[config.mk]
export PLATFORM = sky130hd
export DESIGN_NAME = jtframe_db15_multi
export DESIGN_NICKNAME = d
export VERILOG_FILES = /design/src/rtl/jtframe_db15_pkg.sv /design/src/rtl/jtframe_db15_cen.sv /design/src/rtl/jtframe_db15_multi.sv
export SDC_FILE = /design/constraint.sdc
export NUM_CORES = 1
export LEC_CHECK = 0
export CAP_MARGIN = 30
export CORE_ASPECT_RATIO = 1.1
export CORE_MARGIN = 2
export CORE_UTILIZATION = 45
export DETAILED_ROUTE_END_ITERATION = 8
export PLACE_DENSITY = 0.73
export SLEW_MARGIN = 20
export SYNTH_ARGS = -nofsm -noshare
export SYNTH_HDL_FRONTEND = slang
export SYNTH_HIERARCHICAL = 1
export SYNTH_SLANG_ARGS = --single-unit
[constraint.sdc]
create_clock -name clk_sys -period 2.5 [get_ports clk_sys]
set_input_delay 0.25 -clock clk_sys [delete_from_list [all_inputs] [get_ports clk_sys]]
set_output_delay 0.25 -clock clk_sys [all_outputs]
set_load 0.1 [all_outputs]
[src/rtl/jtframe_db15_pkg.sv]
// Shared types and helpers for the DB15 serial joystick reader.
// Holds the scan FSM state encoding and the counter-width helper that
// sizes the bit, gap and divider counters.
package jtframe_db15_pkg;

  typedef enum logic [1:0] {
    ST_IDLE  = 2'd0,
    ST_LOAD  = 2'd1,
    ST_SHIFT = 2'd2,
    ST_LATCH = 2'd3
  } db15_state_e;

  // Width needed to hold the values 0..n inclusive, never less than one bit.
  function automatic int unsigned cnt_width(input int unsigned n);
    return (n < 1) ? 1 : $clog2(n + 1);
  endfunction

endpackage

[src/rtl/jtframe_db15_cen.sv]
// Tick divider for the DB15 reader: cen_o is high for one clk cycle out of
// every CLKDIV. One tick is one half-period of JOY_CLK. Free-running; it
// does not look at the scan enable.
module jtframe_db15_cen
  import jtframe_db15_pkg::*;
#(
  parameter int unsigned CLKDIV = 8
) (
  input  logic clk,
  input  logic rst_n,
  output logic cen_o
);

  localparam int unsigned DW = cnt_width(CLKDIV - 1);
  localparam logic [DW-1:0] LAST = DW'(CLKDIV - 1);

  logic [DW-1:0] cnt_q, cnt_d;

  // Wrap the divider count at CLKDIV-1.
  always_comb begin
    cnt_d = (cnt_q == LAST) ? '0 : cnt_q + 1'b1;
  end

  // Divider count register.
  always_ff @(posedge clk or negedge rst_n) begin
    // NOTE: sequential state is always written with <= so every register
    // samples the pre-edge values of its neighbours.
    if (!rst_n) cnt_q <= '0;
    else        cnt_q <= cnt_d;
  end

  assign cen_o = (cnt_q == LAST);

endmodule

[src/rtl/jtframe_db15_multi.sv]
// Parametrised serial joystick reader for DB15 adapters built from chained
// 74x165 shift registers. Loads the chain, clocks CHANNELS*BITS bits out of
// it, latches the frame into joystick/osd with a one-cycle valid strobe and
// then idles GAP ticks before the next load.
// Optional build macro: JTFRAME_DB15_DEBOUNCE_EN -- each output bit only
// follows the pins once two consecutive frames agree on it.
module jtframe_db15_multi
  import jtframe_db15_pkg::*;
#(
  parameter int unsigned CHANNELS = 2,
  parameter int unsigned BITS     = 16,
  parameter int unsigned CLKDIV   = 8,
  parameter int unsigned GAP      = 64,
  parameter bit          INVERT   = 1'b1,
  parameter logic [15:0] OSD_MASK = 16'h0440
) (
  input  logic                       clk_sys,
  input  logic                       rst_n,
  input  logic                       enable,
  output logic                       JOY_CLK,
  output logic                       JOY_LOAD,
  input  logic                       JOY_DATA,
  output logic [CHANNELS*BITS-1:0]   joystick,
  output logic                       valid,
  output logic                       osd
);

  localparam int unsigned N  = CHANNELS * BITS;
  localparam int unsigned BW = cnt_width(N);
  localparam int unsigned GW = cnt_width(GAP);
  localparam logic [BW-1:0] LAST_BIT = BW'(N - 1);
  localparam logic [GW-1:0] GAP_MAX  = GW'(GAP);
  localparam logic [BITS-1:0] OSD_M  = BITS'(OSD_MASK);

  logic cen;

  db15_state_e   state_q, state_d;
  logic [GW-1:0] gap_q,   gap_d;
  logic [BW-1:0] bit_q,   bit_d;
  logic          phase_q, phase_d;   // 0: sampling half, 1: falling half
  logic [N-1:0]  sr_q,    sr_d;
  logic          jclk_q,  jclk_d;
  logic          jload_q, jload_d;
  logic [N-1:0]  joy_q,   joy_d;
  logic          osd_q,   osd_d;
  logic          valid_q, valid_d;
  logic [N-1:0]  frame_new;

`ifdef JTFRAME_DB15_DEBOUNCE_EN
  logic [N-1:0]  prev_q,  prev_d;    // previous raw (pin-level) frame
  logic [N-1:0]  agree;
  assign agree = ~(sr_q ^ prev_q);
`endif

  jtframe_db15_cen #(
    .CLKDIV (CLKDIV)
  ) u_cen (
    .clk   (clk_sys),
    .rst_n (rst_n),
    .cen_o (cen)
  );

  // Pin polarity folded in before the frame reaches the outputs.
  assign frame_new = INVERT ? ~sr_q : sr_q;

  // Scan FSM next-state: advances only on the divider tick.
  always_comb begin
    // NOTE: every signal written here gets a default first, so no path
    // leaves one unassigned and no latch is inferred.
    state_d = state_q;
    gap_d   = gap_q;
    bit_d   = bit_q;
    phase_d = phase_q;
    sr_d    = sr_q;
    jclk_d  = jclk_q;
    jload_d = jload_q;
    joy_d   = joy_q;
    osd_d   = osd_q;
    valid_d = 1'b0;
`ifdef JTFRAME_DB15_DEBOUNCE_EN
    prev_d  = prev_q;
`endif
    if (cen) begin
      case (state_q)
        ST_IDLE: begin
          jclk_d  = 1'b0;
          jload_d = 1'b1;
          if (gap_q != GAP_MAX) gap_d = gap_q + 1'b1;
          // The GAP-th idle tick (or any later one once saturated) starts a load.
          if (enable && (int'(gap_q) + 1 >= int'(GAP))) begin
            state_d = ST_LOAD;
            jload_d = 1'b0;
          end
        end
        ST_LOAD: begin
          jload_d = 1'b1;
          bit_d   = '0;
          phase_d = 1'b0;
          state_d = ST_SHIFT;
        end
        ST_SHIFT: begin
          if (!phase_q) begin
            // First sampled bit ends up in bit 0 after N right shifts.
            sr_d    = {JOY_DATA, sr_q[N-1:1]};
            jclk_d  = 1'b1;
            phase_d = 1'b1;
          end else begin
            jclk_d  = 1'b0;
            phase_d = 1'b0;
            bit_d   = bit_q + 1'b1;
            if (bit_q == LAST_BIT) state_d = ST_LATCH;
          end
        end
        ST_LATCH: begin
`ifdef JTFRAME_DB15_DEBOUNCE_EN
          joy_d  = (joy_q & ~agree) | (frame_new & agree);
          prev_d = sr_q;
`else
          joy_d  = frame_new;
`endif
          osd_d   = &(joy_d[BITS-1:0] | ~OSD_M);
          valid_d = 1'b1;
          gap_d   = '0;
          state_d = ST_IDLE;
        end
        default: state_d = ST_IDLE;
      endcase
    end
  end

  // Scan state and output registers; reset drops outputs immediately.
  always_ff @(posedge clk_sys or negedge rst_n) begin
    if (!rst_n) begin
      state_q <= ST_IDLE;
      gap_q   <= '0;
      bit_q   <= '0;
      phase_q <= 1'b0;
      sr_q    <= '0;
      jclk_q  <= 1'b0;
      jload_q <= 1'b1;
      joy_q   <= '0;
      osd_q   <= 1'b0;
      valid_q <= 1'b0;
    end else begin
      state_q <= state_d;
      gap_q   <= gap_d;
      bit_q   <= bit_d;
      phase_q <= phase_d;
      sr_q    <= sr_d;
      jclk_q  <= jclk_d;
      jload_q <= jload_d;
      joy_q   <= joy_d;
      osd_q   <= osd_d;
      valid_q <= valid_d;
    end
  end

`ifdef JTFRAME_DB15_DEBOUNCE_EN
  // History of the last raw frame for the two-frame agreement filter.
  always_ff @(posedge clk_sys or negedge rst_n) begin
    if (!rst_n) prev_q <= '0;
    else        prev_q <= prev_d;
  end
`endif

  assign JOY_CLK  = jclk_q;
  assign JOY_LOAD = jload_q;
  assign joystick = joy_q;
  assign valid    = valid_q;
  assign osd      = osd_q;

endmodule
; ---- Word level (Yosys, flattened, before mapping)
; Cells that the tools add are included.
; W data, S select, Z words.
[totals]
ff_bits = 87
in_bits = 4
elab_cells = 59
[classes]
addsub = 4
order_cmp = 1
n_eq_ne = 10
muxes = 16
n_bitwise = 2
reduce_logical = 15
[op_table]
columns = op, count
row1 = $not A32 Y32, 1
row2 = $pmux W7 S2, 1
row3 = $pmux W6 S2, 1
row4 = $reduce_and A2 Y1, 5
row5 = $reduce_and A3 Y1, 3
row6 = $add A7 B1 Y8 const B, 1
row7 = $ge A8 B7 Y1 const B, 1
row8 = $ne A2 B2 Y1 const B, 4
row9 = $pmux W2 S4, 1
row10 = $reduce_bool A2 Y1, 4
row11 = $add A7 B1 Y7 const B, 1
row12 = $mux W7, 1
row13 = $ne A7 B7 Y1 const B, 1
row14 = $add A6 B1 Y6 const B, 1
row15 = $eq A6 B5 Y1 const B, 1
row16 = $mux W2, 3
row17 = $mux W6, 1
row18 = $pmux W1 S2, 3
row19 = $eq A2 B2 Y1 const B, 2
row20 = $mux W1, 4
row21 = $reduce_and A4 Y1, 1
row22 = $add A3 B1 Y3 const B, 1
row23 = $eq A3 B3 Y1 const B, 1
row24 = $mux W3, 1
row25 = 4 further kinds, 4

; ---- Logic depth before layout (Yosys ltp)
; Gate-level depths: netlist (run 1).
[depth]
word_depth = 5
mapped_depth = 8
ltp_nobuf = 7

; ---- Cells and area by module
; Netlist (run 1), hierarchy kept.
[modules_own_cells]
columns = module, n_inst, cells_per_inst, area_each_um2, seq_area_each_um2
row1 = jtframe_db15_multi, 1, 296, 3597.2, 2103.3
row2 = jtframe_db15_cen, 1, 6, 103.8, 75.1

; ---- Worst setup path before layout (run 1)
; OpenSTA, ideal clock, no wires.
[synth_path]
path_kind = register to register
start = register state_q[0]
end = register sr_q[10]
setup_ps = 125
arrival_ps = 1721
setup_slack_ps = 654
stages_incl_launch_ff = 9
synth_period_minus_slack_ps = 1846
path_cell_list = dfrtp_1 inv_1 ha_1 buf_6 inv_4 or3_4 buf_6 buf_12 mux2_4
[synth_between]
elab_chain_cells = 2
[synth_lines]
columns = element, line_no
row1 = "start, declared", jtframe_db15_multi.sv:37  ; db15_state_e state_q, state_d;
row2 = "start signal, assigned", jtframe_db15_multi.sv:145  ; state_q <= state_d;
row3 = $eq A2 B2 Y1, jtframe_db15_multi.sv:84  ; case (state_q)
row4 = $reduce_and A3 Y1 (no source line), --
row5 = "end signal, assigned", jtframe_db15_multi.sv:149  ; sr_q <= sr_d;
row6 = "end, declared", jtframe_db15_multi.sv:41  ; logic [N-1:0] sr_q, sr_d;
; Every way passes these cells.
; A chain may end at the register's enable or synchronous reset.

; ---- Worst setup path after layout (run 1)
[layout_path]
start = register state_q[0]
end = register sr_q[17]
; The elaborated chain is that of the path after synthesis.

==> results of run 1 <==
-- path summary, 6_finish.rpt --
kind,from,end,cells past startpoint
min in group asynchronous,rst_n,osd$_DFFE_PN0P_,2
max,state_q[0]$_DFFE_PN0P_,sr_q[17]$_DFFE_PN0P_,5
max reg2reg,state_q[0]$_DFFE_PN0P_,sr_q[17]$_DFFE_PN0P_,5
min,u_cen/cnt_q[0]$_DFF_PN0_,u_cen/cnt_q[0]$_DFF_PN0_,1
max in group asynchronous,rst_n,JOY_LOAD$_DFFE_PN1P_,3
min reg2reg,u_cen/cnt_q[0]$_DFF_PN0_,u_cen/cnt_q[0]$_DFF_PN0_,1
-- flip-flops by register name, summed over array words and instances, names as in the netlist --
name         cells
u_cen/cnt_q      3
valid            1
JOY_CLK          1
JOY_LOAD         1
phase_q          1
bit_q            6
joystick        32
osd              1
sr_q            32
gap_q            7
state_q          2
-- area by class of cell --
cell class                 count  area [um^2]  share of cell area
sequential                    87         2180               0.510
timing repair buffer          44          350              0.0820
inverter                       9         36.3             0.00849
multi-input combinational    191         1370               0.320
tap                          108          135              0.0316
clock buffer                  10          138              0.0322
clock inverter                 6         67.6              0.0158
-- power groups by stage --
stage / clock network (mW) / registers (mW) / logic (mW)
2_1_floorplan: 0 / 1.44 / 0.00432
3_3_place_gp: 0 / 1.44 / 0.0386
3_5_place_dp: 0 / 1.44 / 0.0396
4_1_cts: 1.02 / 1.41 / 0.0408
5_1_grt: 1.09 / 1.41 / 0.0455
6_report: 0.989 / 1.41 / 0.0383
-- logic make-up after synthesis --
| group | after synthesis | synth area share |
|---|---|---|
| DFF | 87 | 0.589 |
| adders and majority gates | 9 | 0.0304 |
| AOI/OAI and AO/OA | 69 | 0.105 |
| muxes | 36 | 0.137 |
| xor gates and xnor gates | 1 | 0.00237 |
| buffers and inverters | 24 | 0.0426 |
| and+or+nand+nor | 76 | 0.0943 |
-- worst max-delay path: stages (launching register included) --
cell,delay (ps)
dfrtp_1,420
inv_1,100
ha_1,370
inv_4,70
or3_4,650
mux2_4,380
-- layer usage --
layer / wire, um / track usage
met5: 0 / 0
met3: 202 / 0.0348
met1: 3050 / 0.218
met2: 2760 / 0.231
met4: 65 / 0.0426
-- through the flow --
stage	setup WS [ps]	hold WS, ps	cell area (um^2)
detailed placement	402	291	4060
CTS	375	445	4270
global placement	457	288	4060
floorplan	654	-45.6	3700
global route	280	464	4270
finish	391	439	4270
-- placed cells by master, fill, tap and decap left out, types with 2 or more instances in the layout --
| cell | n |
|---|---|
| nand4_1 | 3 |
| buf_4 | 40 |
| dfrtp_1 | 86 |
| mux2i_1 | 3 |
| a31o_2 | 2 |
| nor3_1 | 6 |
| nor2_1 | 4 |
| a21oi_1 | 8 |
| clkdlybuf4s50_1 | 2 |
| clkinvlp_4 | 2 |
| mux2_2 | 5 |
| a21o_1 | 2 |
| nand2_1 | 46 |
| a31oi_1 | 3 |
| nand3_1 | 6 |
| ha_1 | 9 |
| clkbuf_8 | 10 |
| inv_1 | 7 |
| mux2_4 | 28 |
| o21ai_0 | 47 |
| inv_6 | 2 |
==> flow_summary.toml, run 1 <==
[routing]
wl_per_cell_um = 13.3
vias_per_cell = 5.09
first_pass_iters = 4
drc = 0
drtAntennaViolNets = 0
drt-initial-drc-count = 94
vias = 2317
wl_mm = 6.07

[yosys]
ys_dominant_reg_cell = "dfrtp_1"
synth_area_leaders = "dfrtp_1 58%, mux2_4 11%, o21ai_0 6.4%, nand2_1 4.8%, ha_1 3.0%"
netlist_area_mm2 = 0.00370
yosysMostFrequentCell = "dfrtp_1"
ys_seq_elements = 87
synth_top_cell_by_area = "dfrtp_1"
ys.warnings.count = 6
synth_cell_types = 45
seq_area_frac_synth = 0.589
syn_inst = 302
syn_avg_cell_area_um2 = 12.3
synth-edff-count = 0
ys_async_sr_fraction = 1.00
ys_top_cells_by_count = "86 x dfrtp_1, 47 x nand2_1, 47 x o21ai_0, 28 x mux2_4, 9 x ha_1"
yosysTopAreaCellShare = 0.581
synth_nets = 315

[global_route]
grt_overflow = 0
grt_usage = 0.151
grt_max_degree = 50
grt_pass1_vias = 2293
antenna_found_initial = 0
grt_pass1_wl_mm = 11.0

[timing]
layout_min_cycle_time_ps = 2110
maxSlewViolCount = 0
setup_viol = 0
rsz0062_at_grt = "false"
fmax_ghz = 0.474
tightest_slew_ps = 589
tns_ps = 0
finalHoldViolCount = 0
slew_headroom = 0.607
min_period_over_period = 0.843
fin_worst_skew_ps = 9.50

[pwr]
power_frac_seq = 0.579
p_comb_frac = 0.016
p_leak_nw = 2.16
clkPwrFrac = 0.406
finalPower_mw = 2.44
p_int_mw = 1.91
p_sw_frac = 0.215
vdd_drop_max_uv = 233
p_sw_uw = 526
pwr_density_cell_mw_per_mm2 = 571

[layout]
layout.cells.non_filler = 455
fill_cells = 673
nNetsFinal = 355
n_antenna_cell = 0
final_util = 0.537
drive_gt1_frac = 0.285
areaGrowthSynthToFinish_pct = 15.4

[placed_design]
gp_congestion = 0.793
place.port_buffers = 39
dp_cells = 438
dp_hpwl_mm = 4.21

[cts]
h-tree-depth = 3
cts.sinks = 87
cts_made_buffers = 9
cts_tree = "built"
cts_buffer_depth = 2
clock-root-buffer = "clkbuf_8"
cts_resized = 0
hold_buffers = 1
path_clk_slew_ps = 80
post_cts_buffers = 0
clkLatencyLatePin_ps = 350

[setup_path]
worstPathRequired_ps = 2730
reg2reg_slack_ps = 390
cp.arrival_ps = 2340
cp_max_fo = 34
critPathLaunchType = "register"
end_kind = "register"
crit_type = "register to register"

[floorplan]
die_area_mm2 = 0.00897
core_mm2 = 0.00796
row_count = 34
die_w_um = 90.5
die_h_um = 99.1
start_util = 0.465
ios = 40

[run]
max_cap_violations = 0

[hold_path]
hold_path_class = "register to register"

[run_status]
status = "completed"
Power figures use the tool's default switching activity.
==> run 2, diff against run 1 <==
- clock period: 2.5 -> 2.1 ns (I/O delays scaled with it)
==> flow_summary.toml, run 2 (synthesized netlist as in run 1, its figures left out) <==
[layout]
regArea_mm2 = 0.00218
fill_cells = 653
final_common_cell = "dfrtp_1"
stdcell_area_mm2 = 0.00433
nNetsFinal = 357
n_antenna_cell = 0
final_cell_mix = "86 x dfrtp_1, 47 x o21ai_0, 46 x nand2_1"
areaGrowthSynthToFinish_pct = 17.0
multi_input_area_mm2 = 0.00137
drive_gt1_frac = 0.284

[routing]
drt-initial-drc-count = 100
first_pass_iters = 4
drtAntennaViolNets = 0
wl_mm = 6.01
vias_per_cell = 5.03
drc = 0
wl_per_cell_um = 13.2
vias = 2295

[setup_path]
worstPathRequired_ps = 2330
slowest_delay_ps = 630
path_cells = "inv_1 > ha_1 > inv_4 > or3_4 > mux2_4"
reg2reg_slack_ps = 160
end_kind = "register"
critPathSlowestCell = "or3_4"
path_buf_inv = 2
cp_max_fo = 34
crit_type = "register to register"
r2r_end = "sr_q[25]$_DFFE_PN0P_"
crit_family = "simple AND/OR/NAND/NOR gates"
cp.arrival_ps = 2170
r2r-start = "state_q[0]$_DFFE_PN0P_"
critPathLaunchType = "register"
rr_worst_depth = 5

[cts]
clkLatencyLatePin_ps = 340
post_cts_buffers = 0
path_clk_slew_ps = 90
cts_buffer_depth = 2
cts_made_buffers = 9
cts_resized = 0
clock-root-buffer = "clkbuf_8"
cts.sinks = 87
cts_tree = "built"
hold_buffers = 1
h-tree-depth = 3

[pwr]
clkPwrFrac = 0.441
p_int_mw = 2.48
p_sw_uw = 610
p_comb_frac = 0.015
pwr_density_cell_mw_per_mm2 = 714
power_frac_seq = 0.544
p_sw_frac = 0.197
p_leak_nw = 2.19
vdd_drop_max_uv = 338

[floorplan]
ios = 40
die_h_um = 99.1
die_area_mm2 = 0.00897
row_count = 34
core_mm2 = 0.00796
die_w_um = 90.5
start_util = 0.465

[global_route]
antenna_found_initial = 0
grt_pass1_vias = 2220
grt_pass1_wl_mm = 10.6
grt_max_degree = 68
grt_usage = 0.146
grt_overflow = 0

[timing]
layout_min_cycle_time_ps = 1940
rsz0062_at_grt = "false"
tns_ps = 0
fin_worst_skew_ps = 10.9
setup_viol = 0
min_period_over_period = 0.924
tightest_slew_ps = 593
maxSlewViolCount = 0
slew_headroom = 0.605
fmax_ghz = 0.515
finalHoldViolCount = 0

[placed_design]
gp_congestion = 0.785
dp_hpwl_mm = 3.89
place_area_mm2 = 0.00409
place.port_buffers = 39

[hold_path]
hold_path_class = "input port to async pin"

[run]
max_cap_violations = 0

[run_status]
status = "completed"
## run 2: cell types whose count changed in the layout (fill, tap and decap cells not counted), sizes merged
cell / delta
inv: -1
clkinvlp: -1
buf: +2
clkinv: -1
bufinv: +2
## run 2: how the worst max path moves through the flow
stage	cells past startpoint	from	slack, ps	to
6_report	5	state_q[0]$_DFFE_PN0P_	160	sr_q[25]$_DFFE_PN0P_
5_1_grt	5	state_q[0]$_DFFE_PN0P_	80	sr_q[22]$_DFFE_PN0P_
4_1_cts	5	state_q[0]$_DFFE_PN0P_	170	sr_q[25]$_DFFE_PN0P_
3_5_place_dp	5	state_q[0]$_DFFE_PN0P_	200	sr_q[21]$_DFFE_PN0P_
3_3_place_gp	5	state_q[0]$_DFFE_PN0P_	240	sr_q[21]$_DFFE_PN0P_
2_1_floorplan	8	state_q[0]$_DFFE_PN0P_	250	sr_q[10]$_DFFE_PN0P_
## run 2: power by group through the flow
stage,combinational [mW],clock [mW],sequential [mW]
global placement,0.0477,0,1.71
global route,0.0558,1.47,1.68
detailed placement,0.0488,0,1.71
finish,0.0470,1.36,1.68
CTS,0.0504,1.40,1.68
floorplan,0.00514,0,1.71
## run 2: final cells by class
class | count | share of cell area
Multi-Input combinational cell | 191 | 0.316
Tap cell | 108 | 0.0312
Clock inverter | 5 | 0.0246
Timing Repair Buffer | 46 | 0.0873
Clock buffer | 10 | 0.0295
Sequential cell | 87 | 0.503
Inverter | 9 | 0.00838
## run 2: layer usage
metal | vias to the layer above | wire length (um) | part of all wire | GRT usage
li1 | 1138 | - | - | -
met1 | 1111 | 3060 | 0.51 | 0.209
met2 | 39 | 2690 | 0.45 | 0.224
met3 | 7 | 183 | 0.030 | 0.0348
met4 | 0 | 67 | 0.011 | 0.0462
met5 | - | 0 | 0 | 0
## run 2: worst reg2reg max path: stages, from the launching register on
cell	delay, ps
dfrtp_1	430
inv_1	100
ha_1	210
inv_4	50
or3_4	630
mux2_4	410
## run 2: through the flow
step	setup slack [ps]	instances	util	hold slack (ps)	total power, mW
6_report	159	456	0.544	379	3.09
5_1_grt	81.8	456	0.544	426	3.21
4_1_cts	173	456	0.544	391	3.13
3_5_place_dp	196	440	0.514	226	1.76
3_3_place_gp	242	440	0.514	225	1.76
2_1_floorplan	254	302	-	-85.6	1.72
